**src/rtl/rggen_bit_field_w01trg_queued.sv**
```systemverilog
// rggen_bit_field_w01trg_queued
//   Write-0/1 trigger bit field with a per-channel pending-request queue.
//   Each bit is an independent channel: a matching write enqueues a request,
//   an ack consumes one, and the channel requests while its count is nonzero.
//   Optional feature macro: RGGEN_BIT_FIELD_W01TRG_OVERFLOW_EN
//     defined   -> sticky per-channel overflow flag set on a dropped fire
//     undefined -> o_overflow tied low, i_overflow_clear ignored
module rggen_bit_field_w01trg_queued #(
    parameter logic TRIGGER_VALUE = 1'b0,
    parameter int   WIDTH         = 8,
    parameter int   COUNTER_WIDTH = 2
) (
    input  logic             i_clk,
    input  logic             i_rst,
    input  logic             i_bit_field_valid,
    input  logic [WIDTH-1:0] i_bit_field_read_mask,
    input  logic [WIDTH-1:0] i_bit_field_write_mask,
    input  logic [WIDTH-1:0] i_bit_field_write_data,
    output logic [WIDTH-1:0] o_bit_field_read_data,
    output logic [WIDTH-1:0] o_bit_field_value,
    output logic [WIDTH-1:0] o_trigger,
    input  logic [WIDTH-1:0] i_trigger_ack,
    output logic [WIDTH-1:0] o_overflow,
    input  logic [WIDTH-1:0] i_overflow_clear
);

    localparam logic [COUNTER_WIDTH-1:0] MAX_COUNT = '1;
    localparam logic [COUNTER_WIDTH-1:0] ONE       = COUNTER_WIDTH'(1);

    logic [COUNTER_WIDTH-1:0] count [WIDTH];
    logic [WIDTH-1:0]         fire;
    logic [WIDTH-1:0]         consume;
    logic [WIDTH-1:0]         drop;
    logic [WIDTH-1:0]         pending;

    // Per-channel fire/consume/drop decode and pending flags from registered counts.
    always_comb begin
        // NOTE: every always_comb output gets a default first so no path leaves it unassigned (no latch).
        fire    = '0;
        consume = '0;
        drop    = '0;
        pending = '0;
        for (int i = 0; i < WIDTH; i++) begin
            fire[i]    = i_bit_field_valid && i_bit_field_write_mask[i]
                         && (i_bit_field_write_data[i] == TRIGGER_VALUE);
            pending[i] = (count[i] != '0);
            consume[i] = i_trigger_ack[i] && pending[i];
            drop[i]    = fire[i] && !consume[i] && (count[i] == MAX_COUNT);
        end
    end

    // Pending counters: fire increments (saturating), consume decrements, both together hold.
    always_ff @(posedge i_clk or posedge i_rst) begin
        if (i_rst) begin
            // NOTE: the count array is state that drives outputs, so every entry is reset, unlike a data-only RAM.
            for (int i = 0; i < WIDTH; i++) begin
                count[i] <= '0;
            end
        end else begin
            for (int i = 0; i < WIDTH; i++) begin
                // NOTE: sequential state uses non-blocking assignment so every register samples pre-edge values.
                if (fire[i] && !consume[i] && (count[i] != MAX_COUNT)) begin
                    count[i] <= count[i] + ONE;
                end else if (consume[i] && !fire[i]) begin
                    count[i] <= count[i] - ONE;
                end
            end
        end
    end

    assign o_trigger             = pending;
    assign o_bit_field_read_data = pending;
    assign o_bit_field_value     = pending;

`ifdef RGGEN_BIT_FIELD_W01TRG_OVERFLOW_EN
    logic [WIDTH-1:0] overflow;

    // Sticky overflow: a dropped fire sets the flag and wins over a same-cycle clear.
    always_ff @(posedge i_clk or posedge i_rst) begin
        if (i_rst) begin
            overflow <= '0;
        end else begin
            overflow <= drop | (overflow & ~i_overflow_clear);
        end
    end

    assign o_overflow = overflow;
`else
    assign o_overflow = '0;
`endif

    // The read mask never affects state; in the default build the clear and drop are unused too.
    logic unused_inputs;
    assign unused_inputs = ^{i_bit_field_read_mask, i_overflow_clear, drop};

endmodule

```
**config.mk**
```make
export PLATFORM = sky130hd
export DESIGN_NAME = rggen_bit_field_w01trg_queued
export DESIGN_NICKNAME = d
export VERILOG_FILES = /design/src/rtl/rggen_bit_field_w01trg_queued.sv
export SDC_FILE = /design/constraint.sdc
export NUM_CORES = 1
export LEC_CHECK = 0
export ABC_AREA = 1
export CORE_UTILIZATION = 29
export CTS_CLUSTER_SIZE = 40
export DETAILED_ROUTE_END_ITERATION = 8
export PLACE_DENSITY = 0.64
export SYNTH_ARGS = -nofsm -noshare
export SYNTH_HDL_FRONTEND = slang
export SYNTH_SLANG_ARGS = --single-unit
```
**constraint.sdc**
```tcl
create_clock -name i_clk -period 1.1 [get_ports i_clk]
set_clock_uncertainty 0.1 [all_clocks]
set_input_delay 0.165 -clock i_clk [delete_from_list [all_inputs] [get_ports i_clk]]
set_output_delay 0.165 -clock i_clk [all_outputs]
set_load 0.01 [all_outputs]
```
* After elaboration in Yosys (flattened, before gate mapping)
Cells that the tools add are included.
** Storage, ports and cells
- Flip-flop bits (word level) :: 16
** Operators by class
- $add $sub $neg :: 16
- Equal/unequal tests :: 8
- Multiplexer cells :: 16
- Bitwise logic cells :: 8
- Reductions and logical operators :: 80
** Operators with widths (count)
- $logic_and 1x1->1 :: 48
- $mux 2 :: 16
- $reduce_bool 2->1 :: 16
- $add 2x1->2 const B :: 8
- $logic_not 1->1 :: 16
- $ne 2x2->1 const B :: 8
- $sub 2x1->2 const B :: 8
- $not 1->1 :: 8

* Longest topological paths before layout
- Word-level depth :: 6
- Depth in mapped cells :: 7
- Gate-level depth less buffers :: 6

* Least setup slack after synthesis
Ideal clock, no wire load.
- Path kind :: register to output
- Start point :: register count[0] (netlist bit)
- End point :: output port o_bit_field_value[7]
- Arrival :: 0.848 ns
- Required time :: 0.835 ns
- Setup slack :: -0.013 ns
- Stages on the path, launching flop included :: 3
- Path buffers :: 1
- Path through :: dfrtp_1 > or2_2 > buf_4
** Between the ends
- Cells in the longest elaborated chain, start to end :: 1
** Ends and longest elaborated chain
- from (decl) :: RTL line 30 : logic [COUNTER_WIDTH-1:0] count [WIDTH];
- from (signal, indexed assignment) :: RTL line 63 : count[i] <= count[i] + ONE;
- from (signal, indexed assignment) :: RTL line 65 : count[i] <= count[i] - ONE;
- $reduce_bool 2->1 :: RTL line 46 : pending[i] = (count[i] != '0);
- to (decl) :: RTL line 20 : output logic [WIDTH-1:0] o_bit_field_value,
Every way passes these cells.

* Worst setup path in the final report
- Start point :: register count[1] (netlist bit)
- End point :: output port o_bit_field_read_data[7]
** Between the ends
- Cells in the longest elaborated chain, start to end :: 1
** Ends and longest elaborated chain
- $reduce_bool 2->1 :: RTL line 46
- to (decl) :: RTL line 19 : output logic [WIDTH-1:0] o_bit_field_read_data,
Every way passes these cells.

==> summary.txt <==
Run status
  • Result of the run: finished, violations left
  • Violations in the final reports: setup timing

Synth
  • Leading post-synthesis cells by instance count: 60 x nand2_1, 32 x inv_1, 24 x buf_4, 23 x nand3_1, 16 x dfrtp_1
  • Most repeated cell in the gate-level netlist after synthesis: nand2_1
  • #FFs+latches synth: 16
  • Count of distinct cell types in the synthesized netlist: 14
  • Syn_area_per_cell: 6.47 um^2
  • EDFF count, synth: 0
  • Cell type with the largest total area after synthesis: dfrtp_1
  • Predominant post-synthesis flop cell: dfrtp_1
  • Cell count after synthesis: 192
  • Dominant cells by area after synthesis: dfrtp_1 32%, nand2_1 18%, buf_4 15%
  • Post-synth top area share: 0.322
  • Post-synthesis instance area: 1240 um^2
  • Async set or reset register ratio after synthesis: 1.00
  • Sequential-to-total area share from yosys stat: 0.322
  • Number of warnings issued by yosys: 0

Floorplanning
  • IO Count: 75
  • Die span in y: 67.5 um
  • Overall die width: 67.5 um
  • Floorplan Core Area: 4060 um^2
  • Starting density of the core: 0.306
  • Die area: 4550 um^2
  • Row count: 23

STA
  • Final setup TNS: -2140 ps
  • Number of hold-slack violations in the final timing report: 0
  • Setup slack after layout: -188 ps
  • Period minus WS final: 1290 ps
  • Part of the cycle the worst path needs: 1.17
  • Slew Limit Fails: 0
  • Setup repair after global routing missed its margin: true
  • Total of endpoints with negative setup slack in the final report: 24
  • Upper clock frequency limit: 0.777 GHz

Drt
  • Final routed wirelength across all metal layers: 3010 um
  • Detail-routed via count per cell: 4.26
  • Metal-1 WL: 1290 um
  • Detailed-router iteration count before antenna repair: 4
  • Top routing layer used: met4
  • Starting DRT DRC Count: 36
  • Met3 WL post-DR: 192 um
  • Routed WL per cell: 9.81 um
  • DRC: 0
  • Met2 Routed Length: 1490 um
  • Remaining antenna violation count after routing: 0
  • DR vias: 1308

Placement
  • Number of placed instances with taps included: 296
  • I/O Buffers: 50
  • RePlAce Congestion: 0.810
  • DP Area: 1830 um^2
  • HPWL after detailed placement: 2060 um

Worst hold path
  • Class of the tightest hold or removal check: primary input to async pin

Final layout
  • Total non-filler cell area in the finished layout: 2200 um^2
  • Number of nets in the layout: 301
  • Number of inserted diodes: 0
  • Registers with the most flip-flops: count (16)
  • Final cell count without fillers: 307
  • Flip-flop count of the largest register after layout: 16
  • Register ranked first by flip-flop count: count
  • Synth-to-Final Area Change: 77.3%
  • Fill cells: 377
  • Share of layout cells above drive strength 1: 0.447

Power
  • Internal power consumption: 3120 uW
  • Largest voltage drop on the vdd net: 1300 uV
  • Reported leakage power: 0.00115 uW
  • Power share of the combinational group: 0.719
  • Final Power: 5160 uW
  • P_sw: 2030 uW
  • Power per unit of standard cell area: 2340 nW/um^2
  • Part of the power in registers: 0.180
  • Proportion of total power due to net switching: 0.394
  • Clk network pwr share: 0.101

Critical path
  • Data arrival at the endpoint of the critical path: 1020 ps
  • Category of the critical setup timing path: register to primary output
  • Required arrival time at the worst endpoint: 830 ps
  • Highest net fanout along the worst path: 3
  • Kind of end point of the critical path: primary output
  • Type of element launching the critical path: register

Flow run
  • Max-cap viol count: 0

Clock network
  • Register clock-pin slew on the reported worst setup and hold paths: 60 ps
  • Deepest level of the CTS H-tree: 1
  • Longest Clk Path Bufs: 2
  • TritonCTS clock tree: built
  • Insertion delay of the later-clocked pin in the worst-skew pair: 250 ps
  • Sink Count: 16
  • Number of buffers added by the clock tree synthesis step: 3
  • Clock root cell: clkbuf_8

GRT
  • Global-route congestion overflow total: 0
  • Largest net degree at the start of global routing: 17
  • Number of antenna violations at the first check in global routing: 0
  • Vias in the first global route: 1142
  • Wire length of the first global-routing pass: 4640 um
  • Tot GR Track Use: 0.135
-- cell type report --
type | instances | area (um^2) | area share
multi-input combinational | 126 | 758 | 0.344
inverter | 32 | 123 | 0.0557
timing repair buffer | 79 | 805 | 0.365
sequential | 16 | 400 | 0.182
clock buffer | 4 | 55.1 | 0.0250
tap | 50 | 62.6 | 0.0284
-- cell families (layout without fill, tap and decap cells) --
kind of cell	after synthesis	count (layout)	synth area share
AND/OR/NAND/NOR	102	102	0.360
buffers and inverters	57	115	0.251
AO/OA/AOI/OAI	16	16	0.0644
flip-flops	16	16	0.322
other	1	8	0.00302
-- metal layers --
| metal | global-route usage | vias to the layer above |
|---|---|---|
| met5 | 0 | - |
| met4 | 0.0479 | 0 |
| met3 | 0.0287 | 5 |
| met2 | 0.225 | 43 |
| met1 | 0.172 | 572 |
| li1 | - | 688 |
-- through the flow --
stage,hold WS [ps],utilization,setup WS (ps)
floorplan,-21.3,-,53.9
global placement,389,0.452,-340
detailed placement,393,0.452,-341
CTS,121,0.508,-187
global route,152,0.543,-214
finish,117,0.543,-188
-- repair_timing --
item / 4_1_cts / 5_1_grt
pin swaps: 8 / 15
buffers inserted: 8 / 8
endpoints found under the setup margin: 38 / 37
cloned: 1 / 0
hold buffers: 0 / 0
gates resized for setup: 158 / 46
-- power by group through the flow --
stage	sequential, uW	clock, uW	combinational, uW
2_1_floorplan	901	0	1600
3_3_place_gp	893	0	2770
3_5_place_dp	893	0	2790
5_1_grt	943	568	4040
4_1_cts	922	534	3430
6_report	927	520	3710
-- final timing paths --
path                                         from  slack, ps                       end  cells past startpoint
worst max-delay path                     count[1]       -190  o_bit_field_read_data[7]                      2
worst min-delay path                        i_rst        120                  count[8]                      3
worst max register to register           count[2]         10                  count[2]                      6
worst min register to register          count[11]        460                 count[11]                      2
max in group asynchronous                   i_rst        660                  count[2]                      3
min in group i_clk              i_bit_field_valid        320                  count[5]                      6
-- worst max-delay path, stage by stage, from the launching register on --
cell	delay (ps)
dfrtp_1	380
or2_4	270
buf_6	120
-- placed cells by master (no fill, tap or decap), drive strengths merged --
cell type	n
o21ai	9
clkdlybuf4s50	25
dfrtp	16
inv	32
or2	1
nand3	23
buf	52
nand2	62
bufbuf	1
nor2	16
conb	8
a21oi	7
clkbuf	5
No activity file was read; power rests on OpenSTA's default activity.
